$ cat config.mk
export PLATFORM = sky130hd
export DESIGN_NAME = mul_iter_flat
export DESIGN_NICKNAME = d
export VERILOG_FILES = /design/src/rtl/mul_pkg.sv /design/src/rtl/mul_iter_if.sv /design/src/rtl/mul_step.sv /design/src/rtl/mul_iter.sv /design/src/flat_wrapper.sv
export SDC_FILE = /design/constraint.sdc
export NUM_CORES = 1
export LEC_CHECK = 0
export CORE_MARGIN = 2
export CORE_UTILIZATION = 40
export CTS_BUF_LIST = sky130_fd_sc_hd__clkbuf_8 sky130_fd_sc_hd__clkbuf_16
export DETAILED_ROUTE_END_ITERATION = 10
export GPL_ROUTABILITY_DRIVEN = 1
export PLACE_DENSITY = 0.6
export SLEW_MARGIN = 20
export SYNTH_ARGS = -nofsm -noshare
export SYNTH_HDL_FRONTEND = slang
export SYNTH_SLANG_ARGS = --single-unit
$ cat constraint.sdc
create_clock -name clk -period 7 [get_ports clk]
set_input_delay 0.7 -clock clk [delete_from_list [all_inputs] [get_ports clk]]
set_output_delay 0.7 -clock clk [all_outputs]
set_load 0.05 [all_outputs]
$ cat src/rtl/mul_pkg.sv
// rtl/mul_pkg.sv - shared op encodings, FSM states and signedness decode for mul_iter
package mul_pkg;

  typedef enum logic [1:0] {
    MUL_OP_MUL    = 2'b00,
    MUL_OP_MULH   = 2'b01,
    MUL_OP_MULHSU = 2'b10,
    MUL_OP_MULHU  = 2'b11
  } mul_op_e;

  typedef enum logic [1:0] {
    IDLE = 2'd0,
    BUSY = 2'd1,
    DONE = 2'd2
  } mul_state_e;

  typedef struct packed {
    logic sign_a;
    logic sign_b;
  } mul_sign_t;

  // MUL shares its low half with the unsigned product, so it is treated as u x u.
  function automatic mul_sign_t op_signs(input mul_op_e op);
    mul_sign_t s;
    s.sign_a = (op == MUL_OP_MULH) || (op == MUL_OP_MULHSU);
    s.sign_b = (op == MUL_OP_MULH);
    return s;
  endfunction

endpackage

$ cat src/rtl/mul_iter_if.sv
// rtl/mul_iter_if.sv - request/result handshake bundle for mul_iter
interface mul_iter_if #(
  parameter int XLEN  = 32,
  parameter int TAG_W = 4
);
  logic             invalid;
  logic             inready;
  logic [1:0]       op;
  logic [XLEN-1:0]  multiplicand;
  logic [XLEN-1:0]  multiplier;
  logic [TAG_W-1:0] tag_in;
  logic             flush;
  logic             outvalid;
  logic             outready;
  logic [XLEN-1:0]  result;
  logic [XLEN-1:0]  result_hi;
  logic [XLEN-1:0]  result_lo;
  logic [TAG_W-1:0] tag_out;

  modport master (
    output invalid, op, multiplicand, multiplier, tag_in, flush, outready,
    input  inready, outvalid, result, result_hi, result_lo, tag_out
  );

  modport slave (
    input  invalid, op, multiplicand, multiplier, tag_in, flush, outready,
    output inready, outvalid, result, result_hi, result_lo, tag_out
  );
endinterface

$ cat src/rtl/mul_step.sv
// rtl/mul_step.sv - one iteration: acc + (|A| x digit) << shift
module mul_step #(
  parameter int XLEN = 32,
  parameter int STEP = 2,
  parameter int SH_W = 6
) (
  input  logic [2*XLEN-1:0] i_acc,
  input  logic [XLEN-1:0]   i_mcand,
  input  logic [STEP-1:0]   i_digit,
  input  logic [SH_W-1:0]   i_shamt,
  output logic [2*XLEN-1:0] o_acc
);
  logic [2*XLEN-1:0] w_pp;

  // Partial product of the magnitude with the current digit, then accumulate at its weight.
  always_comb begin
    w_pp = '0;
    for (int i = 0; i < STEP; i++) begin
      if (i_digit[i]) w_pp = w_pp + ({{XLEN{1'b0}}, i_mcand} << i);
    end
    o_acc = i_acc + (w_pp << i_shamt);
  end
endmodule

$ cat src/rtl/mul_iter.sv
// rtl/mul_iter.sv - iterative RISC-V M-extension multiplier with valid/ready, flush and tags
module mul_iter
  import mul_pkg::*;
#(
  parameter int XLEN  = 32,
  parameter int STEP  = 2,
  parameter int TAG_W = 4
) (
  input  logic       clk,
  input  logic       rst,
  mul_iter_if.slave  bus
);
  localparam int NSTEPS = XLEN / STEP;
  localparam int CNT_W  = $clog2(NSTEPS + 1);
  localparam int SH_W   = $clog2(2 * XLEN);

  mul_state_e        r_state;
  mul_state_e        w_state_nxt;
  logic [XLEN-1:0]   r_mcand;
  logic [XLEN-1:0]   r_mplier;
  logic [2*XLEN-1:0] r_acc;
  logic              r_neg;
  mul_op_e           r_op;
  logic [TAG_W-1:0]  r_tag;
  logic [CNT_W-1:0]  r_cnt;
  logic [SH_W-1:0]   r_shamt;

  mul_sign_t         w_signs;
  logic              w_a_neg;
  logic              w_b_neg;
  logic [XLEN-1:0]   w_a_mag;
  logic [XLEN-1:0]   w_b_mag;
  logic              w_zero;
  logic              w_inready;
  logic              w_accept;
  logic [2*XLEN-1:0] w_acc_next;
  logic [2*XLEN-1:0] w_prod;

  assign w_signs   = op_signs(mul_op_e'(bus.op));
  assign w_a_neg   = w_signs.sign_a & bus.multiplicand[XLEN-1];
  assign w_b_neg   = w_signs.sign_b & bus.multiplier[XLEN-1];
  assign w_a_mag   = w_a_neg ? -bus.multiplicand : bus.multiplicand;
  assign w_b_mag   = w_b_neg ? -bus.multiplier : bus.multiplier;
  assign w_zero    = (bus.multiplicand == '0) || (bus.multiplier == '0);
  assign w_inready = (r_state == IDLE) || ((r_state == DONE) && bus.outready);
  assign w_accept  = bus.invalid && w_inready && !bus.flush;

  mul_step #(
    .XLEN (XLEN),
    .STEP (STEP),
    .SH_W (SH_W)
  ) u_step (
    .i_acc   (r_acc),
    .i_mcand (r_mcand),
    .i_digit (r_mplier[STEP-1:0]),
    .i_shamt (r_shamt),
    .o_acc   (w_acc_next)
  );

  // Sign is re-applied on the way out so the accumulator only ever holds a magnitude.
  assign w_prod        = r_neg ? -r_acc : r_acc;
  assign bus.inready   = w_inready;
  assign bus.outvalid  = (r_state == DONE);
  assign bus.result_hi = w_prod[2*XLEN-1:XLEN];
  assign bus.result_lo = w_prod[XLEN-1:0];
  assign bus.result    = (r_op == MUL_OP_MUL) ? w_prod[XLEN-1:0] : w_prod[2*XLEN-1:XLEN];
  assign bus.tag_out   = r_tag;

  // State register.
  always_ff @(posedge clk or negedge rst) begin
    if (!rst) r_state <= IDLE;
    else      r_state <= w_state_nxt;
  end

  // Next state: flush wins, zero operands skip the iteration, DONE can chain a new op.
  always_comb begin
    w_state_nxt = r_state;
    if (bus.flush) begin
      w_state_nxt = IDLE;
    end else begin
      case (r_state)
        IDLE: if (w_accept) w_state_nxt = w_zero ? DONE : BUSY;
        BUSY: if (r_cnt == CNT_W'(1)) w_state_nxt = DONE;
        DONE: if (bus.outready) w_state_nxt = w_accept ? (w_zero ? DONE : BUSY) : IDLE;
        default: w_state_nxt = IDLE;
      endcase
    end
  end

  // Datapath: load magnitudes on accept, then retire STEP multiplier bits per BUSY cycle.
  always_ff @(posedge clk or negedge rst) begin
    if (!rst) begin
      r_mcand  <= '0;
      r_mplier <= '0;
      r_acc    <= '0;
      r_neg    <= 1'b0;
      r_op     <= MUL_OP_MUL;
      r_tag    <= '0;
      r_cnt    <= '0;
      r_shamt  <= '0;
    end else if (w_accept) begin
      r_mcand  <= w_a_mag;
      r_mplier <= w_b_mag;
      r_acc    <= '0;
      r_neg    <= w_zero ? 1'b0 : (w_a_neg ^ w_b_neg);
      r_op     <= mul_op_e'(bus.op);
      r_tag    <= bus.tag_in;
      r_cnt    <= CNT_W'(NSTEPS);
      r_shamt  <= '0;
    end else if ((r_state == BUSY) && !bus.flush) begin
      r_acc    <= w_acc_next;
      r_mplier <= r_mplier >> STEP;
      r_cnt    <= r_cnt - CNT_W'(1);
      r_shamt  <= r_shamt + SH_W'(STEP);
    end
  end
endmodule

$ cat src/flat_wrapper.sv
// flat-port wrapper written by rule: the top's interface ports become plain ports
module mul_iter_flat import mul_pkg::*;
#(
  parameter int XLEN  = 32,
  parameter int STEP  = 2,
  parameter int TAG_W = 4
)
  (clk, rst, bus_invalid, bus_op, bus_multiplicand, bus_multiplier, bus_tag_in, bus_flush, bus_outready, bus_inready, bus_outvalid, bus_result, bus_result_hi, bus_result_lo, bus_tag_out);
  mul_iter_if #(.XLEN(XLEN), .TAG_W(TAG_W)) bus_i ();
  input  logic clk;
  input  logic rst;
  input wire logic [$bits(bus_i.invalid)-1:0] bus_invalid;
  input wire logic [$bits(bus_i.op)-1:0] bus_op;
  input wire logic [$bits(bus_i.multiplicand)-1:0] bus_multiplicand;
  input wire logic [$bits(bus_i.multiplier)-1:0] bus_multiplier;
  input wire logic [$bits(bus_i.tag_in)-1:0] bus_tag_in;
  input wire logic [$bits(bus_i.flush)-1:0] bus_flush;
  input wire logic [$bits(bus_i.outready)-1:0] bus_outready;
  output wire logic [$bits(bus_i.inready)-1:0] bus_inready;
  output wire logic [$bits(bus_i.outvalid)-1:0] bus_outvalid;
  output wire logic [$bits(bus_i.result)-1:0] bus_result;
  output wire logic [$bits(bus_i.result_hi)-1:0] bus_result_hi;
  output wire logic [$bits(bus_i.result_lo)-1:0] bus_result_lo;
  output wire logic [$bits(bus_i.tag_out)-1:0] bus_tag_out;
  assign bus_i.invalid = bus_invalid;
  assign bus_i.op = bus_op;
  assign bus_i.multiplicand = bus_multiplicand;
  assign bus_i.multiplier = bus_multiplier;
  assign bus_i.tag_in = bus_tag_in;
  assign bus_i.flush = bus_flush;
  assign bus_i.outready = bus_outready;
  assign bus_inready = bus_i.inready;
  assign bus_outvalid = bus_i.outvalid;
  assign bus_result = bus_i.result;
  assign bus_result_hi = bus_i.result_hi;
  assign bus_result_lo = bus_i.result_lo;
  assign bus_tag_out = bus_i.tag_out;
  mul_iter #(.XLEN(XLEN), .STEP(STEP), .TAG_W(TAG_W)) u_core (.clk(clk), .rst(rst), .bus(bus_i));
endmodule
## Yosys cells after proc, flatten, opt, wreduce, memory -nomap -nowiden

Index checks and enable logic that the tools add are counted.

| operators by class | value |
|---|---|
| equal/unequal tests | 8 |
| muxes and demuxes | 22 |
| bitwise logic cells | 3 |
| add/sub/neg operators | 7 |
| reductions and logical operators | 14 |
| shifts and indexed selects | 1 |

Operator list:

| cell | number |
|---|---|
| $mux W64 | 4 |
| $mux W32 | 6 |
| $add A64 B33 Y64 | 1 |
| $add A64 B64 Y64 | 1 |
| $logic_not A32 Y1 | 2 |
| $neg A32 Y32 | 2 |
| $neg A64 Y64 | 1 |
| $shl A64 B6 Y64 | 1 |
| $mux W2 | 6 |
| $mux W6 | 2 |
| $mux W5 | 2 |
| $add A6 B2 Y6 const B | 1 |
| $ne A3 B2 Y1 const B | 2 |
| $pmux W2 S3 | 1 |
| $eq A5 B1 Y1 const B | 1 |
| $sub A5 B1 Y5 const B | 1 |
| $eq A2 B1 Y1 const B | 2 |
| $eq A2 B2 Y1 const B | 2 |
| $logic_and A1 B1 Y1 | 4 |
| $logic_not A2 Y1 | 2 |
| $logic_or A1 B1 Y1 | 3 |
| $ne A3 B3 Y1 const B | 1 |
| $reduce_and A3 Y1 | 1 |
| $and A1 B1 Y1 | 2 |
| 4 further kinds | 4 |

| word-level totals | value |
|---|---|
| bits of input ports | 75 |
| flip-flop bits (word level) | 148 |
| output and inout bits | 102 |

## Depth between registers and ports, before layout

| depth | value |
|---|---|
| depth in word-level cells | 9 |
| gate-level depth with buffers | 34 |
| mapped depth without buffers | 28 |

## By module

A second synthesis with hierarchy kept.

| second synthesis, totals | value |
|---|---|
| cells, all modules | 2603 |
| area total of the unflattened synthesis | 19072.0 um^2 |

Modules (own cells, without submodules):

| module | cells an instance | area each (um^2) | sequential area each (um^2) | instances |
|---|---|---|---|---|
| mul_step | 1454 | 9666.8 | 0.0 | 1 |
| mul_iter | 1149 | 9405.3 | 3678.5 | 1 |

## Least setup slack after synthesis

Ideal clock, no wire load.

| timing path | value |
|---|---|
| kind | register to register |
| start | reg u_core.r_mplier[0] |
| end | reg u_core.r_acc[61] |
| setup slack | -0.367 ns |
| setup time | 0.123 ns |
| data required time | 6.877 ns |
| cell stages (with the launch flop) | 32 |
| arrival | 7.243 ns |
| cell sequence | dfrtp_1 -> clkbuf_1 -> clkbuf_1 -> clkbuf_1 -> clkbuf_1 -> and2_1 -> ha_1 -> fa_1 -> nor2_1 -> or4b_2 -> a32oi_1 -> o21bai_1 -> xnor2_1 -> nand2_1 -> o32ai_1 -> a21oi_1 -> o21a_1 -> mux2_2 -> a21oi_1 -> nor2_1 -> ha_1 -> and4_1 -> and3_1 -> a2111oi_0 -> a21oi_1 -> or4_1 -> nand2_1 -> o21a_1 -> o21ai_0 -> a221oi_1 -> mux2i_1 -> nand2_1 |

| on the way | value |
|---|---|
| word-level cells in the longest chain between the ends | 7 |

Ends and longest elaborated chain:

| what | line | source |
|---|---|---|
| start, declared | mul_iter.sv:20 | `logic [XLEN-1:0] r_mplier;` |
| start signal, assigned | mul_iter.sv:103 | `r_mplier <= w_b_mag;` |
| start signal, assigned | mul_iter.sv:112 | `r_mplier <= r_mplier >> STEP;` |
| $mux W32 (*) | mul_step.sv:19 | `if (i_digit[i]) w_pp = w_pp + ({{XLEN{1'b0}}, i_mcand} << i);` |
| $add A64 B33 Y64 | mul_step.sv:19 |  |
| $mux W64 (*) | mul_step.sv:19 |  |
| $shl A64 B6 Y64 (*) | mul_step.sv:21 | `o_acc = i_acc + (w_pp << i_shamt);` |
| $add A64 B64 Y64 (*) | mul_step.sv:21 |  |
| $mux W64 (*) | mul_iter.sv:110 | `end else if ((r_state == BUSY) && !bus.flush) begin` |
| $mux W64 (*) | mul_iter.sv:101 | `end else if (w_accept) begin` |
| end signal, assigned | mul_iter.sv:111 | `r_acc <= w_acc_next;` |
| end, declared | mul_iter.sv:21 | `logic [2*XLEN-1:0] r_acc;` |

Mark *: on every way between the ends. The rest lies on a longest branch, timed or not. The select of a mux whose other input is x is not followed.
A chain may end at the register's enable or synchronous reset.

## Worst setup path after layout

| timing path | value |
|---|---|
| start | reg u_core.r_mcand[1] |
| end | reg u_core.r_acc[61] |

| on the way | value |
|---|---|
| word-level cells in the longest chain between the ends | 7 |

Ends and longest elaborated chain:

| what | line | source |
|---|---|---|
| start, declared | mul_iter.sv:19 | `logic [XLEN-1:0] r_mcand;` |
| start signal, assigned | mul_iter.sv:102 | `r_mcand <= w_a_mag;` |
| $mux W32 | mul_step.sv:19 |  |
| $add A64 B33 Y64 | mul_step.sv:19 |  |
| $mux W64 (*) | mul_step.sv:19 |  |
| $shl A64 B6 Y64 (*) | mul_step.sv:21 |  |
| $add A64 B64 Y64 (*) | mul_step.sv:21 |  |
| $mux W64 (*) | mul_iter.sv:110 |  |
| $mux W64 (*) | mul_iter.sv:101 |  |

Marked as above.

==> qor.yml <==
die:
  fp.coreArea_sq_um: 43100
  boundaryPins: 177
  placementRows: 76
  dieArea_sq_um: 45400
  die-height_um: 213
  initial_utilization_pct: 40.6
  die_w_um: 213
grt:
  grt_pass1_wl_um: 104000
  grt_pass1_vias: 18100
  grt_start_max_net_pins: 132
  grt_antenna_before_repair: 1
  grt_usage_pct: 29.9
  grt-ovfl-total: 0
placement:
  finalWeightedCongestion: 0.963
  dp_hpwl_um: 53100
  portBuffers: 176
  place_area_sq_um: 21300
power_and_ir_drop:
  seqPwrFrac_pct: 14.1
  p_int_mw: 4.66
  p_clk_share_pct: 9.9
  ir_drop_uv: 328
  power_frac_comb_pct: 76.0
  powerDensity_nw_per_um2: 449
  p_total_mw: 10.1
  p_switching_mw: 5.41
  leakage_nw: 9.63
  sw_frac_of_total_pct: 53.7
drt:
  dr.pass1.iters: 5
  drtAntennaViolNets: 0
  vias_per_cell: 5.95
  drc: 0
  vias: 19600
  post_drt_wl_per_cell_um: 20.7
  finalWirelength_um: 68100
  drtIter0Drc: 1957
setup_path:
  cp-start-kind: "flip-flop"
  endpoint_kind: "flip-flop"
  max_stage_delay_ns: 0.56
  crit_slowest_cell: "or4_1"
  arrival_ns: 7.14
  crit_path_frequent_cell: "buf_4"
  path_class: "flip-flop to flip-flop"
  worstPathRequired_ns: 7.39
  cp_max_fo: 6
logic_synthesis:
  synth_area_per_cell_sq_um: 7.29
  ys_async_sr_fraction_pct: 100
  ys_warn_count: 0
  netlist_area_sq_um: 17500
  synth-seq-cells: 147
  seq_area_frac_synth_pct: 21.1
  synth_edf_count: 0
  netlist_instances: 2397
  syn_nets: 2554
  ys_types: 86
  ys.flop_type: "dfrtp_1"
clocking:
  clk_latency_ns: 0.51
  cts_tree: "done"
  clkSinkCount: 147
  clock_path_buffers: 2
  numCtsBuffers: 17
  path_clk_slew_ns: 0.07
  holdBufCountCts: 0
  root_buffer: "clkbuf_16"
  h-tree-depth: 4
timing:
  rsz0062_at_grt: "true"
  relSlewSlack_pct: 22.9
  fin_crit_sh_pct: 96.5
  fin_crit_ns: 6.76
  hold_violations: 0
  max_freq_mhz: 148
  worst_pin_slew_ns: 1.15
  setup_viol: 0
  finClkSkew_ns: 0.0127
  drv_slew: 0
  finalHoldWorstSlack_ns: 0.265
status:
  status: "completed"
layout:
  utilization_pct: 52.1
  seq_area_sq_um: 3680
  drive_above_1_share_pct: 15.5
  fill_cells: 4225
  synthToLayoutAreaGrowth_pct: 28.5
  final_area_sq_um: 22500
  antenna_cells: 0
  final_cell_mix: "264 x nand2_1, 262 x buf_4, 239 x o21ai_0"
  nets: 2847
  multi_input_area_sq_um: 13300
  layout_commonest_cell: "nand2_1"
job:
  drv_cap: 0
worst_hold_path:
  hold_path.class: "input port to async pin"
state kept, by name (all words and copies together), names as in the netlist, 2 cells and up:
signal and cells:
u_core.r_mplier 32, u_core.r_mcand 32, u_core.bus.tag_out 4, u_core.r_shamt 5
u_core.r_op 2, u_core.r_cnt 5, u_core.r_acc 64, u_core.r_state 2
through the flow:
stage	cells	worst slack, ns	TNS (ns)
final	3288	0.244	0
after global routing	3288	-0.0459	-0.0459
after detailed placement	3244	-0.154	-0.342
after CTS	3278	0.00764	0
after global placement	3244	0.00491	0
after floorplan	2397	0.00425	0
cell type report:
cell class | count | share of cell area, %
tap | 585 | 3.26
timing repair buffer | 445 | 17.3
multi-input combinational | 2022 | 59.3
sequential | 147 | 16.4
inverter | 57 | 0.975
clock inverter | 15 | 0.825
clock buffer | 17 | 1.89
synthesized netlist by cell type (7+ instances only):
library cell	instances	area share, %
o21bai_1	20	0.86
nor3b_1	8	0.34
o2bb2ai_1	7	0.35
o22ai_1	24	0.86
buf_1	19	0.41
inv_1	54	1.2
mux2_2	18	1.2
dfrtp_1	147	21
mux2i_1	43	2.5
clkbuf_1	148	3.2
a31oi_1	25	0.90
and2_1	23	0.82
nor2b_1	21	0.75
nor3_1	47	1.3
a32o_1	9	0.52
a22oi_1	39	1.7
xnor2_1	150	7.5
nor4bb_1	9	0.52
or2_2	9	0.32
ha_1	80	5.7
o31ai_1	44	1.9
o21a_1	17	0.73
or4_1	15	0.64
nand2b_1	24	0.86
a21o_1	47	2.0
o21ai_0	251	7.2
or3_1	29	1.0
nand3b_1	9	0.39
o41ai_1	13	0.65
a211oi_1	28	1.2
nand2_1	267	5.7
a21oi_1	151	4.3
nand3_1	94	2.7
o211ai_1	18	0.77
and3_1	27	0.97
xor2_1	65	3.3
nor4_1	14	0.50
nand4_1	24	0.86
a32oi_1	10	0.50
nor2_1	217	4.7
and3b_1	8	0.40
path summary, 6_finish.rpt:
| kind | endpoint | cells past startpoint | slack, ns | from |
|---|---|---|---|---|
| max | u_core.r_acc[61] | 32 | 0.24 | u_core.r_mcand[1] |
| min | u_core.r_acc[6] | 1 | 0.27 | rst |
| max reg2reg | u_core.r_acc[61] | 32 | 0.24 | u_core.r_mcand[1] |
| min reg2reg | u_core.bus.tag_out[3] | 2 | 0.48 | u_core.bus.tag_out[3] |
| max in group asynchronous | u_core.r_neg | 2 | 5.24 | rst |
| min in group clk | u_core.bus.tag_out[3] | 2 | 0.48 | u_core.bus.tag_out[3] |
worst max-delay path, delay by kind of cell (launching register included):
family / cells / cell delay (ns)
xor+xnor: 1 / 0.15
simple gates: 8 / 1.43
flops: 1 / 0.39
buf+inv: 4 / 0.62
fa+ha+maj: 3 / 0.79
mux: 3 / 0.71
compound gates: 13 / 2.55
logic make-up after synthesis:
kind of cell | count (synthesis) | share of synthesized area, %
adder cells (fa/ha/maj) | 82 | 5.96
multiplexers | 64 | 3.97
flip-flops | 147 | 21.1
AO/OA/AOI/OAI | 787 | 28.9
XOR/XNOR | 215 | 10.8
AND/OR/NAND/NOR | 874 | 24.4
buffers and inverters | 228 | 4.98
routing by layer:
metal | up-vias | wire length (um) | track usage, %
li1 | 9368 | - | -
met1 | 9446 | 31700 | 42.2
met2 | 641 | 30000 | 45.6
met3 | 94 | 4620 | 6.32
met4 | 2 | 1810 | 9.07
met5 | - | 12 | 0
power groups by stage:
| stage | Sequential (mW) | Combinational (mW) | Clock (mW) |
|---|---|---|---|
| detailed placement | 1.43 | 7.31 | 0 |
| finish | 1.42 | 7.66 | 1.00 |
| global placement | 1.42 | 7.27 | 0 |
| global route | 1.46 | 8.20 | 1.05 |
| floorplan | 1.28 | 4.63 | 0 |
| CTS | 1.41 | 7.36 | 1.03 |
what timing repair did:
| action | 4_1_cts | 5_1_grt |
|---|---|---|
| endpoints found under the hold margin | 0 | 0 |
| setup endpoints to repair | 5 | 22 |
| cloned | 0 | 1 |
| setup buffers | 2 | 8 |
| pin swaps | 5 | 18 |
| gates resized for setup | 10 | 81 |
Power figures use the tool's default switching activity.
